$ cat config.mk
export PLATFORM = sky130hd
export DESIGN_NAME = mem_stage
export DESIGN_NICKNAME = d
export VERILOG_FILES = /design/src/rtl/mem_pkg.sv /design/src/rtl/mem_wait_cnt.sv /design/src/rtl/mem_stage.sv
export SDC_FILE = /design/constraint.sdc
export NUM_CORES = 1
export LEC_CHECK = 0
export CORE_ASPECT_RATIO = 1.25
export CORE_MARGIN = 5
export CORE_UTILIZATION = 25
export DETAILED_ROUTE_END_ITERATION = 12
export PLACE_DENSITY = 0.7
export SLEW_MARGIN = 10
export SYNTH_ARGS = -nofsm -noshare
export SYNTH_HDL_FRONTEND = slang
export SYNTH_HIERARCHICAL = 1
export SYNTH_SLANG_ARGS = --single-unit
$ cat constraint.sdc
create_clock -name clk -period 3.98 [get_ports clk]
set_input_delay 0.597 -clock clk [delete_from_list [all_inputs] [get_ports clk]]
set_output_delay 0.597 -clock clk [all_outputs]
set_load 0.005 [all_outputs]
$ cat src/rtl/mem_pkg.sv
// Shared state encoding, default sizing and access decode for the memory stage.
package mem_pkg;

  localparam int DATA_W_DEF = 16;
  localparam int CNT_W = 8;
  localparam logic [CNT_W-1:0] MAX_WAIT_DEF = 8'd255;

  localparam logic [1:0] ST_IDLE = 2'd0;
  localparam logic [1:0] ST_BUSY = 2'd1;
  localparam logic [1:0] ST_DONE = 2'd2;

  function automatic logic is_access(input logic rd, input logic wr,
                                     input logic nop, input logic halt);
    return (rd | wr) & ~nop & ~halt;
  endfunction

endpackage

$ cat src/rtl/mem_wait_cnt.sv
// Clearable wait counter that saturates at MAX and flags the terminal count.
module mem_wait_cnt import mem_pkg::*; #(
  parameter int W = CNT_W,
  parameter logic [W-1:0] MAX = '1
) (
  input  logic         clk,
  input  logic         rst,
  input  logic         clr,
  input  logic         en,
  output logic [W-1:0] cnt,
  output logic         tc
);

  always_ff @(posedge clk or negedge rst) begin
    if (!rst) begin
      cnt <= '0;
    end else if (clr) begin
      cnt <= '0;
    end else if (en && cnt != MAX) begin
      cnt <= cnt + W'(1);
    end
  end

  assign tc = (cnt == MAX);

endmodule

$ cat src/rtl/mem_stage.sv
// Memory pipeline stage: issues one data-memory access per load/store and stalls until it completes.
// Optional MEM_ALIGN_CHECK_EN rejects odd addresses with a sticky error instead of issuing them.
module mem_stage import mem_pkg::*; #(
  parameter int DATA_W = DATA_W_DEF,
  parameter logic [CNT_W-1:0] MAX_WAIT = MAX_WAIT_DEF
) (
  input  logic              clk,
  input  logic              rst,
  input  logic              MemRead_m,
  input  logic              MemWrite_m,
  input  logic              nop_m,
  input  logic              halt_m,
  input  logic [DATA_W-1:0] addr_m,
  input  logic [DATA_W-1:0] wdata_m,
  output logic              mem_req,
  output logic              mem_wr,
  output logic [DATA_W-1:0] mem_addr,
  output logic [DATA_W-1:0] mem_wdata,
  input  logic [DATA_W-1:0] mem_rdata,
  input  logic              mem_done,
  output logic [DATA_W-1:0] memResult_m,
  output logic              stall,
  output logic              err,
  output logic [1:0]        state,
  output logic [CNT_W-1:0]  wait_cnt
);

  // Memory handshake: mem_req is a one-cycle pulse carrying mem_wr/mem_addr/mem_wdata;
  // memory answers later with a one-cycle mem_done, mem_rdata valid only in that cycle.
  logic [1:0]        state_q, state_d;
  logic              access, misaligned, issue, in_busy, in_idle, timeout, tc;
  logic              is_store_q;
  logic [DATA_W-1:0] result_q;

  assign access = is_access(MemRead_m, MemWrite_m, nop_m, halt_m);

`ifdef MEM_ALIGN_CHECK_EN
  assign misaligned = access & addr_m[0];
`else
  assign misaligned = 1'b0;
`endif

  assign in_idle = (state_q == ST_IDLE);
  assign in_busy = (state_q == ST_BUSY);
  // Reset gates the issue path so request outputs drop immediately with rst.
  assign issue   = rst & in_idle & access & ~misaligned;
  assign timeout = in_busy & tc & ~mem_done;

  always_comb begin
    state_d = state_q;
    case (state_q)
      ST_IDLE: if (issue) state_d = ST_BUSY;
      ST_BUSY: if (mem_done || tc) state_d = ST_DONE;
      ST_DONE: state_d = ST_IDLE;
      default: state_d = ST_IDLE;
    endcase
  end

  always_ff @(posedge clk or negedge rst) begin
    if (!rst) begin
      state_q    <= ST_IDLE;
      is_store_q <= 1'b0;
      result_q   <= '0;
      err        <= 1'b0;
    end else begin
      state_q <= state_d;
      if (issue) is_store_q <= MemWrite_m;
      // Completion wins over a coincident timeout.
      if (in_busy && mem_done) result_q <= is_store_q ? '0 : mem_rdata;
      else if (timeout)        result_q <= '0;
      if (timeout || (in_idle && misaligned)) err <= 1'b1;
    end
  end

  mem_wait_cnt #(.W(CNT_W), .MAX(MAX_WAIT)) u_wait_cnt (
    .clk (clk),
    .rst (rst),
    .clr (issue),
    .en  (in_busy),
    .cnt (wait_cnt),
    .tc  (tc)
  );

  assign mem_req     = issue;
  assign mem_wr      = issue & MemWrite_m;
  assign mem_addr    = issue ? addr_m : '0;
  assign mem_wdata   = issue ? wdata_m : '0;
  assign stall       = issue | in_busy;
  assign memResult_m = (state_q == ST_DONE) ? result_q : '0;
  assign state       = state_q;

endmodule

# After elaboration in Yosys (flattened, before gate mapping)
# Index checks and enable logic that the tools add are counted.
[word_totals]
elab_cells = 42
input_bits = 55
output_inout_bits = 62
regBits = 28
[op_classes]
n_mux = 11
eq_ne = 6
n_bitwise = 12
n_reduce_logical = 7
addsub = 1
[op_table]
columns = ["operator", "n"]
rows = [
  ["16-bit two-way mux", 6],
  ["8-bit two-way mux", 2],
  ["8-bit by 1-bit adder with 8-bit output (second input constant)", 1],
  ["8-bit equality test (second input constant)", 1],
  ["8-bit inequality test (second input constant)", 1],
  ["1-bit bitwise AND", 7],
  ["2-bit two-way mux", 2],
  ["2-bit case mux with 2 select lines", 1],
  ["2-bit nonzero test", 2],
  ["1-bit NOT", 3],
  ["2-bit by 1-bit equality test with 1-bit output (second input constant)", 1],
  ["2-bit equality test (second input constant)", 1],
  ["1-bit logical AND", 2],
  ["2-bit zero test", 1],
  ["2-bit by 1-bit inequality test with 1-bit output (second input constant)", 1],
  ["2-bit inequality test (second input constant)", 1],
  ["1-bit bitwise OR", 2],
  ["2-bit AND reduction", 1],
  ["1-bit logical OR", 1],
]

# Logic depth before layout (Yosys ltp)
# Gate-level depths: netlist of run 1.
[logic_depth]
ltp_word = 6
ltp_mapped = 6
depth_no_buf = 5

# Modules after synthesis
# Netlist of run 1, hierarchy kept.
[modules_own_cells]
columns = ["module", "cells_per_inst", "seq_area_each_um2", "area_each_um2", "instances"]
rows = [
  ["mem_stage", 106, 500.5, 1128.6, 1],
  ["mem_wait_cnt", 47, 200.2, 474.2, 1],
]

# Worst setup path before layout of run 1
# OpenSTA, ideal clock, no wires.
[synth_timing]
path_kind = "input port to output port"
startpoint = "input nop_m"
endpoint = "output mem_wdata[10]"
arrival_ns = 1.686
path_buffers = 1
setup_slack_ns = 1.697
required_ns = 3.383
cell_stages = 4
cell_sequence = "or4b_4 -> nor3_4 -> buf_6 -> and2_2"
[synth_via]
elab_chain_cells = 5
[synth_rtl]
columns = ["element", "line", "text"]
rows = [
  ["start, declared", "mem_stage.sv:11", "input logic nop_m,"],
  ["1-bit NOT", "mem_pkg.sv:14", "return (rd | wr) & ~nop & ~halt;"],
  ["1-bit bitwise AND (2 in a row)", "mem_pkg.sv:14", ""],
  ["1-bit bitwise AND", "mem_stage.sv:46", "assign issue = rst & in_idle & access & ~misaligned;"],
  ["via mem_req", "mem_stage.sv:15", "output logic mem_req,"],
  ["16-bit two-way mux", "mem_stage.sv:87", "assign mem_wdata = issue ? wdata_m : '0;"],
  ["end, declared", "mem_stage.sv:18", "output logic [DATA_W-1:0] mem_wdata,"],
]
# The timed path passes the listed nets, and every way through them passes these cells.

# Worst setup path after layout of run 1
[layout_timing]
startpoint = "input rst"
endpoint = "output mem_wdata[13]"
[layout_via]
elab_chain_cells = 3
[layout_rtl]
columns = ["element", "line", "text"]
rows = [
  ["start, declared", "mem_stage.sv:8", "input logic rst,"],
  ["1-bit bitwise AND (2 in a row)", "mem_stage.sv:46", ""],
  ["16-bit two-way mux", "mem_stage.sv:87", ""],
]
# No other way between the ends.

==> summary.txt, run 1 <==
Die
  • Row count: 32
  • Core area: 6210 um^2
  • Die X-Extent: 81.6 um
  • Initial core utilization: 25.8%
  • Chip Height: 99.5 um
  • Die area: 8120 um^2
  • I/O pins: 117

Min path
  • Hold path start: err$_DFFE_PN0P_
  • Hold endpoint: err$_DFFE_PN0P_
  • Hold path depth: 1
  • Hold Path Class: register to register

Critical path
  • Max Fanout on Critical Path: 39
  • Worst r2r path cells: 5
  • Worst EP required: ~3400 ps
  • Critical path type: input pin to primary output
  • CP endpoint kind: primary output
  • Critical Path AT: between 2000 and 3000 ps
  • Worst r2r dst: u_wait_cnt/cnt[3]$_DFFE_PN0P_
  • FF-to-FF setup slack: 2070 ps
  • Reg-to-Reg Start: state[0]$_DFFE_PN0P_
  • Type of origin of the critical path: input pin

Synth
  • Synth area leaders: dfrtp_1 44%, and2_1 14%, a22o_1 8.7%
  • Flops & latches, synth: 28
  • Total number of yosys warnings: 6
  • Synth top area share: 43.7%
  • Avg Cell Area, Syn: 10.5 um^2
  • Netlist cell types: 40
  • Post-Syn Nets: approximately 210
  • Post-Syn Area: about 1600 um^2
  • Synth Flop Type: dfrtp_1
  • EDFF count, synth: 0
  • Top-count cell post-synth: and2_1
  • Synth area leader: dfrtp_1
  • Syn Inst Count: 153
  • Top cells by instance count after synthesis: 36 x and2_1, 28 x dfrtp_1, 16 x a22o_1
  • Seq/Total Area, Yosys: 43.7%
  • Ys async rst share: 100%

CTS
  • Post-CTS Setup Inserts: 0
  • Root buffer cell: clkbuf_8
  • CTS resizes: 0
  • CTS clock-pin slew for the worst setup and hold paths: 100 ps
  • Total CTS buffers: 3
  • CTS sink count: 28
  • Clock tree buffer depth: 2
  • Htree depth: 1
  • CTS Hold Buffers Added: 0
  • Worst skew pair latency: 280 ps
  • CTS tree: yes

Layout
  • Register Area: 701 um^2
  • Nets: around 330
  • Layout Utilization: 47.0%
  • Share of post-route cells with drive strength above 1: 11.9%
  • Final Cell Area: 2920 um^2
  • # fillers: 559
  • Antenna diodes: 0
  • Area delta synth->final: 81.9%
  • Multi-input gate area: 838 um^2

Placement
  • DP Wirelength: about 4.2 mm
  • Global placer's final weighted congestion: 0.849
  • Placed instance area: about 2800 um^2
  • I/O Buffers: 116

Route
  • DR WL/cell: 14.8 um
  • Initial DRC count: 70
  • Final routed DRC violation total: 0
  • Wirelength, routed: around 5.2 mm
  • Pre-antenna DRT Iters: 4
  • Vias: 1499
  • Routed vias/inst: 4.23
  • Remaining antenna violation count: 0

GRT
  • Grt total ovfl: 0
  • First-pass GRT wire length: 8.09 mm
  • Initial antenna violation count: 0
  • Tot GR Track Use: 12.8%
  • Largest net degree at the start of global routing: 40
  • Vias in the first global route: 1527

Power
  • Leakage power: 0.00122 uW
  • Max VDD drop: 0.211 mV
  • PwrDens: approximately 300 nW/um^2

Timing
  • Worst-margin pin slew: around 1000 ps
  • Tcrit/Tclk final: 84.7%
  • Skew final: approximately 2.4 ps
  • Fmax: 297 MHz
  • Setup tns final: 0 ps
  • Period minus WS final: 3370 ps
  • Slew Viols, Final: 0
  • Final hold vios: 0
  • Final-report setup violation count: 0
  • Max transition margin: 33.2%
  • Unrepaired setup endpoints after global routing: no

Job
  • Max Cap Viol: 0

Status
  • Outcome: complete, no violations
## through the flow
| stage | power, uW | std cells | hold slack (ps) | worst slack [ps] |
|---|---|---|---|---|
| after CTS | 911 | 354 | 498 | 578 |
| after detailed placement | 681 | 350 | 473 | 590 |
| after floorplan | 529 | 153 | 301 | 1700 |
| after global placement | 675 | 350 | 446 | 603 |
| final | 898 | 354 | 495 | 610 |
| after global routing | 958 | 354 | 519 | 498 |
## flip-flops by register name, indices dropped and copies added (netlist names)
signal and flops:
is_store_q 1, result_q 16, state 2, u_wait_cnt/cnt 8
err 1
## logic make-up after synthesis
kind of cell	share of synthesized area [%]
compound gates	14.4
fa+ha+maj	0.781
buf+inv	3.98
flops	43.7
mux	3.20
simple gates	33.9
## critical path, cell delays in order
cell             delay (ps)
clkdlybuf4s50_1         510
or4b_4                  490
nor3_4                  130
buf_4                   330
and2_2                  200
clkdlybuf4s50_1         510
## cell type report
class / count / share of cell area [%]
clock buffer: 3 / 1.42
timing repair buffer: 120 / 40.9
tap: 85 / 3.65
clock inverter: 1 / 1.03
inverter: 2 / 0.258
multi-input combinational: 115 / 28.8
sequential: 28 / 24.0
## metal layers
layer	wire length (um)	global-route usage [%]
met1	2100	15.9
met2	2820	22.3
met3	292	3.89
met4	15	1.15
met5	0	0
## cells in the final DEF (no fill, tap or decap), types with 2 or more instances in the layout
cell,instances
clkdlybuf4s50_1,116
and3_1,2
mux2_4,2
nor2_1,5
a211oi_1,2
a22o_1,16
or2_2,2
dfrtp_1,28
and2_1,36
inv_1,2
nor3_1,3
nand2b_1,3
nand3_1,2
a21oi_1,4
nor2b_1,2
nand2_1,2
buf_4,4
and2_2,13
clkbuf_8,3
## worst max-delay path by stage
stage          startpoint            end  slack (ps)  cells after the start
3_3_place_gp          rst   mem_wdata[2]         600                      6
4_1_cts               rst  mem_wdata[13]         580                      6
5_1_grt               rst   mem_wdata[2]         500                      6
2_1_floorplan       nop_m  mem_wdata[10]        1700                      4
6_report              rst  mem_wdata[13]         610                      6
3_5_place_dp          rst  mem_wdata[10]         590                      6
## power breakdown
part,switching (uW),internal [uW]
combinational,76.4,183
sequential,54.5,358
clock,92.1,135
total,223,675
Power figures use the tool's default switching activity.
==> inputs of run 2 (changes only) <==
==> constraint.sdc (replaced) <==
create_clock -name clk -period 3.31 [get_ports clk]
set_input_delay 0.4965 -clock clk [delete_from_list [all_inputs] [get_ports clk]]
set_output_delay 0.4965 -clock clk [all_outputs]
set_load 0.005 [all_outputs]
==> summary.txt, run 2 (synthesized netlist as in run 1, its figures left out) <==
Critical path
  • Worst EP required: 2810 ps (was 3380 ps)
  • Critical Path AT: 2570 ps (was 2770 ps)
  • CP endpoint kind: primary output (unchanged)
  • Max Fanout on Critical Path: 40 (was 39)
  • Biggest cell delay along the critical path: 530 ps (was 510 ps)
  • Worst path cell trace: clkdlybuf4s50_1 > or4b_4 > nor3_4 > buf_12 > and2_2 > clkdlybuf4s50_1 (was clkdlybuf4s50_1 > or4b_4 > nor3_4 > buf_4 > and2_2 > clkdlybuf4s50_1)
  • Type of origin of the critical path: input pin (unchanged)
  • Most frequent CP cell: clkdlybuf4s50_1 (unchanged)
  • Critical path type: input pin to primary output (unchanged)
  • CP max-delay cell: clkdlybuf4s50_1 (unchanged)

Layout
  • Antenna diodes: 0 (unchanged)
  • Nets: 326 (unchanged)
  • # fillers: 590 (was 559)
  • Area delta synth->final: 81.7% (was 81.9%)
  • Max reg flops: 16 (unchanged)
  • Final Cell Area: 2910 um^2 (was 2920 um^2)
  • Most flop-heavy register: result_q (unchanged)
  • Most frequent cells in the layout: 116 x clkdlybuf4s50_1, 36 x and2_1, 28 x dfrtp_1 (unchanged)
  • Most common cell after layout, fill and taps aside: clkdlybuf4s50_1 (unchanged)
  • Layout Cells excl Fill: 354 (unchanged)
  • Share of post-route cells with drive strength above 1: 11.9% (unchanged)

Die
  • Initial core utilization: 25.8% (unchanged)
  • Core area: 6210 um^2 (unchanged)
  • I/O pins: 117 (unchanged)
  • Die X-Extent: 81.6 um (unchanged)
  • Chip Height: 99.5 um (unchanged)
  • Row count: 32 (unchanged)
  • Die area: 8120 um^2 (unchanged)

CTS
  • Clock tree buffer depth: 2 (unchanged)
  • Post-CTS Setup Inserts: 0 (unchanged)
  • Htree depth: 1 (unchanged)
  • CTS tree: yes (unchanged)
  • CTS resizes: 0 (unchanged)
  • Root buffer cell: clkbuf_8 (unchanged)
  • CTS clock-pin slew for the worst setup and hold paths: 90 ps (was 100 ps)
  • Worst skew pair latency: 280 ps (about the same)
  • CTS sink count: 28 (unchanged)
  • Total CTS buffers: 3 (unchanged)
  • CTS Hold Buffers Added: 0 (unchanged)

GRT
  • Initial antenna violation count: 0 (unchanged)
  • Grt total ovfl: 0 (unchanged)
  • First-pass GRT wire length: 8.20 mm (was 8.09 mm)
  • Vias in the first global route: 1578 (was 1527)
  • Tot GR Track Use: 12.8% (about the same)
  • Largest net degree at the start of global routing: 41 (was 40)

Timing
  • Unrepaired setup endpoints after global routing: no (unchanged)
  • Fmax: 327 MHz
  • Period minus WS final: slightly above 3000 ps
  • Final hold vios: 0 (unchanged)
  • Worst-margin pin slew: 952 ps (was 997 ps)
  • Setup tns final: 0 ps (unchanged)
  • Slew Viols, Final: 0 (unchanged)
  • Final Hold Slack: 465 ps (was 495 ps)
  • Final-report setup violation count: 0 (unchanged)
  • Max transition margin: 36.3% (was 33.2%)
  • Skew final: 8.56 ps (was 2.45 ps)
  • Tcrit/Tclk final: 92.5%

Route
  • Remaining antenna violation count: 0 (unchanged)
  • Pre-antenna DRT Iters: 4 (unchanged)
  • Vias: 1519 (was 1499)
  • Routed vias/inst: 4.29 (was 4.23)
  • Final routed DRC violation total: 0 (unchanged)
  • DR WL/cell: 14.7 um (was 14.8 um)
  • Wirelength, routed: 5.21 mm (was 5.23 mm)
  • Initial DRC count: 26 (was 70)

Power
  • Leakage power: 0.00121 uW (was 0.00122 uW)
  • Int Power: 759 uW (was 675 uW)
  • P_sw: 275 uW (was 223 uW)
  • Switching fraction of total power: 26.6% (was 24.8%)
  • PwrDens: 355 nW/um^2 (was 308 nW/um^2)
  • Max VDD drop: 0.272 mV (was 0.211 mV)
  • Clock power frac: 21.3% (was 25.2%)
  • Combinational share of power: 30.5% (was 28.8%)
  • Sequential Power Share: 48.1% (was 45.9%)

Job
  • Max Cap Viol: 0 (unchanged)

Placement
  • DP Wirelength: 4.17 mm (was 4.18 mm)
  • Placed cells: 350 (unchanged)
  • Placed instance area: 2860 um^2 (was 2840 um^2)
  • I/O Buffers: 116 (unchanged)
  • Global placer's final weighted congestion: 0.824 (was 0.849)

Min path
  • Hold Path Class: register to register (unchanged)

Status
  • Outcome: complete, no violations (unchanged)
## run 2: cell type report
| type | count | area, um^2 | area share [%] |
|---|---|---|---|
| flip-flops and latches | 28 | 701 | 24.1 |
| inverters | 2 | 7.51 | 0.258 |
| repair buffers | 120 | 1200 | 41.3 |
| clock buffers | 4 | 55.1 | 1.89 |
| multi-input cells | 115 | 838 | 28.8 |
| well taps | 85 | 106 | 3.65 |
## run 2: power by group through the flow
| stage | Clock [uW] | Combinational (uW) | Sequential (uW) |
|---|---|---|---|
| 4_1_cts | 227 | 320 | 499 |
| 3_3_place_gp | 0 | 312 | 501 |
| 2_1_floorplan | 0 | 152 | 484 |
| 3_5_place_dp | 0 | 321 | 503 |
| 5_1_grt | 237 | 345 | 511 |
| 6_report | 221 | 316 | 498 |
## run 2: path summary, 6_finish.rpt
path / startpoint / end / slack (ps) / cells after the start
worst min register to register: err$_DFFE_PN0P_ / err$_DFFE_PN0P_ / 470 / 1
max in group asynchronous: rst / err$_DFFE_PN0P_ / 2350 / 2
min in group asynchronous: rst / u_wait_cnt/cnt[1]$_DFFE_PN0P_ / 690 / 2
worst min-delay path: err$_DFFE_PN0P_ / err$_DFFE_PN0P_ / 470 / 1
worst max register to register: state[0]$_DFFE_PN0P_ / u_wait_cnt/cnt[3]$_DFFE_PN0P_ / 1490 / 5
worst max-delay path: rst / mem_wdata[14] / 250 / 6
## run 2: metrics by stage
step,utilization (%),power (uW),setup slack [ps]
floorplan,-,636,1230
global placement,46.0,813,225
detailed placement,46.0,824,229
CTS,46.9,1050,218
global route,46.9,1090,151
finish,46.9,1030,247
## run 2: worst max-delay path, delay by kind of cell
family        cells  cell delay (ps)
buf+inv           3             1240
simple gates      3              830
## run 2: per-layer routing
| metal | wire, um | track usage (%) | vias up |
|---|---|---|---|
| li1 | - | - | 763 |
| met1 | 2040 | 16.2 | 716 |
| met2 | 2890 | 22.3 | 36 |
| met3 | 247 | 3.44 | 4 |
| met4 | 24 | 1.53 | 0 |
| met5 | 0 | 0 | - |
==> inputs of run 3 (changes only) <==
--- a/config.mk
+++ b/config.mk
@@ -8,6 +8,7 @@
 export CORE_ASPECT_RATIO = 1.25
 export CORE_MARGIN = 5
 export CORE_UTILIZATION = 25
+export CTS_BUF_LIST = sky130_fd_sc_hd__clkbuf_4
 export DETAILED_ROUTE_END_ITERATION = 12
 export PLACE_DENSITY = 0.7
 export SLEW_MARGIN = 10
==> summary.txt, run 3 (synthesized netlist as in run 1, its figures left out) <==
Critical path
  • FF-to-FF setup slack: 1490 ps (about the same)
  • CP endpoint kind: primary output (unchanged)
  • Type of origin of the critical path: input pin (unchanged)
  • Worst EP required: 2810 ps (about the same)
  • Reg-to-Reg Start: state[0]$_DFFE_PN0P_ (unchanged)
  • Max Fanout on Critical Path: 40 (unchanged)
  • Critical path type: input pin to primary output (unchanged)
  • Worst r2r dst: u_wait_cnt/cnt[3]$_DFFE_PN0P_ (unchanged)
  • Critical Path AT: 2560 ps (was 2570 ps)
  • Worst r2r path cells: 5 (unchanged)

Layout
  • Area delta synth->final: 79.9% (was 81.7%)
  • Most common cell after layout, fill and taps aside: clkdlybuf4s50_1 (unchanged)
  • Nets: 326 (unchanged)
  • Antenna diodes: 0 (unchanged)
  • Most flop-heavy register: result_q (unchanged)
  • # fillers: 597 (was 590)
  • Share of post-route cells with drive strength above 1: 11.5% (was 11.9%)
  • Max reg flops: 16 (unchanged)
  • Final Cell Area: 2880 um^2 (was 2910 um^2)
  • Layout Cells excl Fill: 354 (unchanged)
  • Most frequent cells in the layout: 116 x clkdlybuf4s50_1, 36 x and2_1, 28 x dfrtp_1 (unchanged)

Timing
  • Unrepaired setup endpoints after global routing: no (unchanged)
  • Setup ws final: 251 ps (was 247 ps)
  • Fmax: 327 MHz (about the same)
  • Skew final: 6.89 ps (was 8.56 ps)
  • Max transition margin: 36.1% (was 36.3%)
  • Slew Viols, Final: 0 (unchanged)
  • Worst-margin pin slew: 954 ps (was 952 ps)
  • Tcrit/Tclk final: 92.4% (was 92.5%)
  • Final-report setup violation count: 0 (unchanged)
  • Final hold vios: 0 (unchanged)
  • Setup tns final: 0 ps (unchanged)
  • Period minus WS final: 3060 ps (about the same)

Die
  • Die X-Extent: 81.6 um (unchanged)
  • Initial core utilization: 25.8% (unchanged)
  • Die area: 8120 um^2 (unchanged)
  • Core area: 6210 um^2 (unchanged)
  • Chip Height: 99.5 um (unchanged)
  • Row count: 32 (unchanged)
  • I/O pins: 117 (unchanged)

GRT
  • Largest net degree at the start of global routing: 41 (unchanged)
  • Initial antenna violation count: 0 (unchanged)
  • First-pass GRT wire length: 8.20 mm (unchanged)
  • Vias in the first global route: 1578 (unchanged)
  • Tot GR Track Use: 12.8% (unchanged)
  • Grt total ovfl: 0 (unchanged)

Route
  • Initial DRC count: 42 (was 26)
  • Vias: 1505 (was 1519)
  • Remaining antenna violation count: 0 (unchanged)
  • Wirelength, routed: 5.17 mm (was 5.21 mm)
  • DR WL/cell: 14.6 um (was 14.7 um)
  • Pre-antenna DRT Iters: 5 (was 4)
  • Final routed DRC violation total: 0 (unchanged)
  • Routed vias/inst: 4.25 (was 4.29)

Placement
  • I/O Buffers: 116 (unchanged)
  • Placed cells: 350 (unchanged)
  • Pre-CTS setup slack: 229 ps (unchanged)
  • Placed instance area: 2860 um^2 (unchanged)
  • Global placer's final weighted congestion: 0.824 (unchanged)
  • DP Wirelength: 4.17 mm (unchanged)

Min path
  • Hold Path Class: register to register (unchanged)
  • Hold path start: err$_DFFE_PN0P_ (unchanged)
  • Hold endpoint: err$_DFFE_PN0P_ (unchanged)
  • Hold path depth: 1 (unchanged)

CTS
  • CTS Hold Buffers Added: 0 (unchanged)
  • Htree depth: 1 (unchanged)
  • Total CTS buffers: 3 (unchanged)
  • Post-CTS Setup Inserts: 0 (unchanged)
  • CTS clock-pin slew for the worst setup and hold paths: 150 ps (was 90 ps)
  • CTS sink count: 28 (unchanged)
  • CTS resizes: 0 (unchanged)
  • Worst skew pair latency: 330 ps (was 280 ps)
  • CTS tree: yes (unchanged)
  • Root buffer cell: clkbuf_4 (was clkbuf_8)
  • Clock tree buffer depth: 2 (unchanged)

Power
  • Leakage power: 0.00120 uW (was 0.00121 uW)
  • Max VDD drop: 0.271 mV (was 0.272 mV)
  • PwrDens: 333 nW/um^2 (was 355 nW/um^2)

Status
  • Outcome: complete, no violations (unchanged)

Job
  • Max Cap Viol: 0 (unchanged)
==> run 3: metrics by stage <==
step | util, % | hold slack [ps] | power (uW)
floorplan | - | 201 | 636
global placement | 46.0 | 445 | 813
detailed placement | 46.0 | 448 | 824
CTS | 46.5 | 482 | 977
global route | 46.5 | 500 | 1030
finish | 46.5 | 477 | 961
==> run 3: layer usage <==
| metal | wire (um) | vias to the layer above | track usage (%) |
|---|---|---|---|
| met2 | 2870 | 42 | 22.3 |
| li1 | - | 765 | - |
| met5 | 0 | - | 0 |
| met3 | 255 | 4 | 3.44 |
| met4 | 24 | 0 | 1.53 |
| met1 | 2020 | 694 | 16.2 |
==> run 3: worst max path at each step <==
stage | startpoint | endpoint | slack [ps]
finish | rst | mem_wdata[14] | 250
global route | rst | mem_wdata[14] | 150
CTS | rst | mem_wdata[14] | 220
detailed placement | rst | mem_wdata[3] | 230
global placement | rst | mem_wdata[14] | 230
floorplan | nop_m | mem_wdata[10] | 1230
==> run 3: cell type report <==
type | instances | area, um^2 | share of cell area [%]
multi-input combinational | 115 | 838 | 29.1
timing repair buffer | 120 | 1200 | 41.8
tap | 85 | 106 | 3.69
sequential | 28 | 701 | 24.3
inverter | 2 | 7.51 | 0.260
clock buffer | 3 | 22.5 | 0.781
clock inverter | 1 | 3.75 | 0.130
==> run 3: where the power goes <==
group          leakage (uW)  total, uW  switching, uW  internal, uW
sequential         0.000366        497           66.6           430
clock             0.0000154        149            105          44.3
combinational      0.000818        315           93.6           222
==> run 3: worst max-delay path, stage by stage <==
cell and delay, ps:
clkdlybuf4s50_1 520, or4b_4 490, nor3_4 180, buf_12 200
and2_2 160, clkdlybuf4s50_1 510
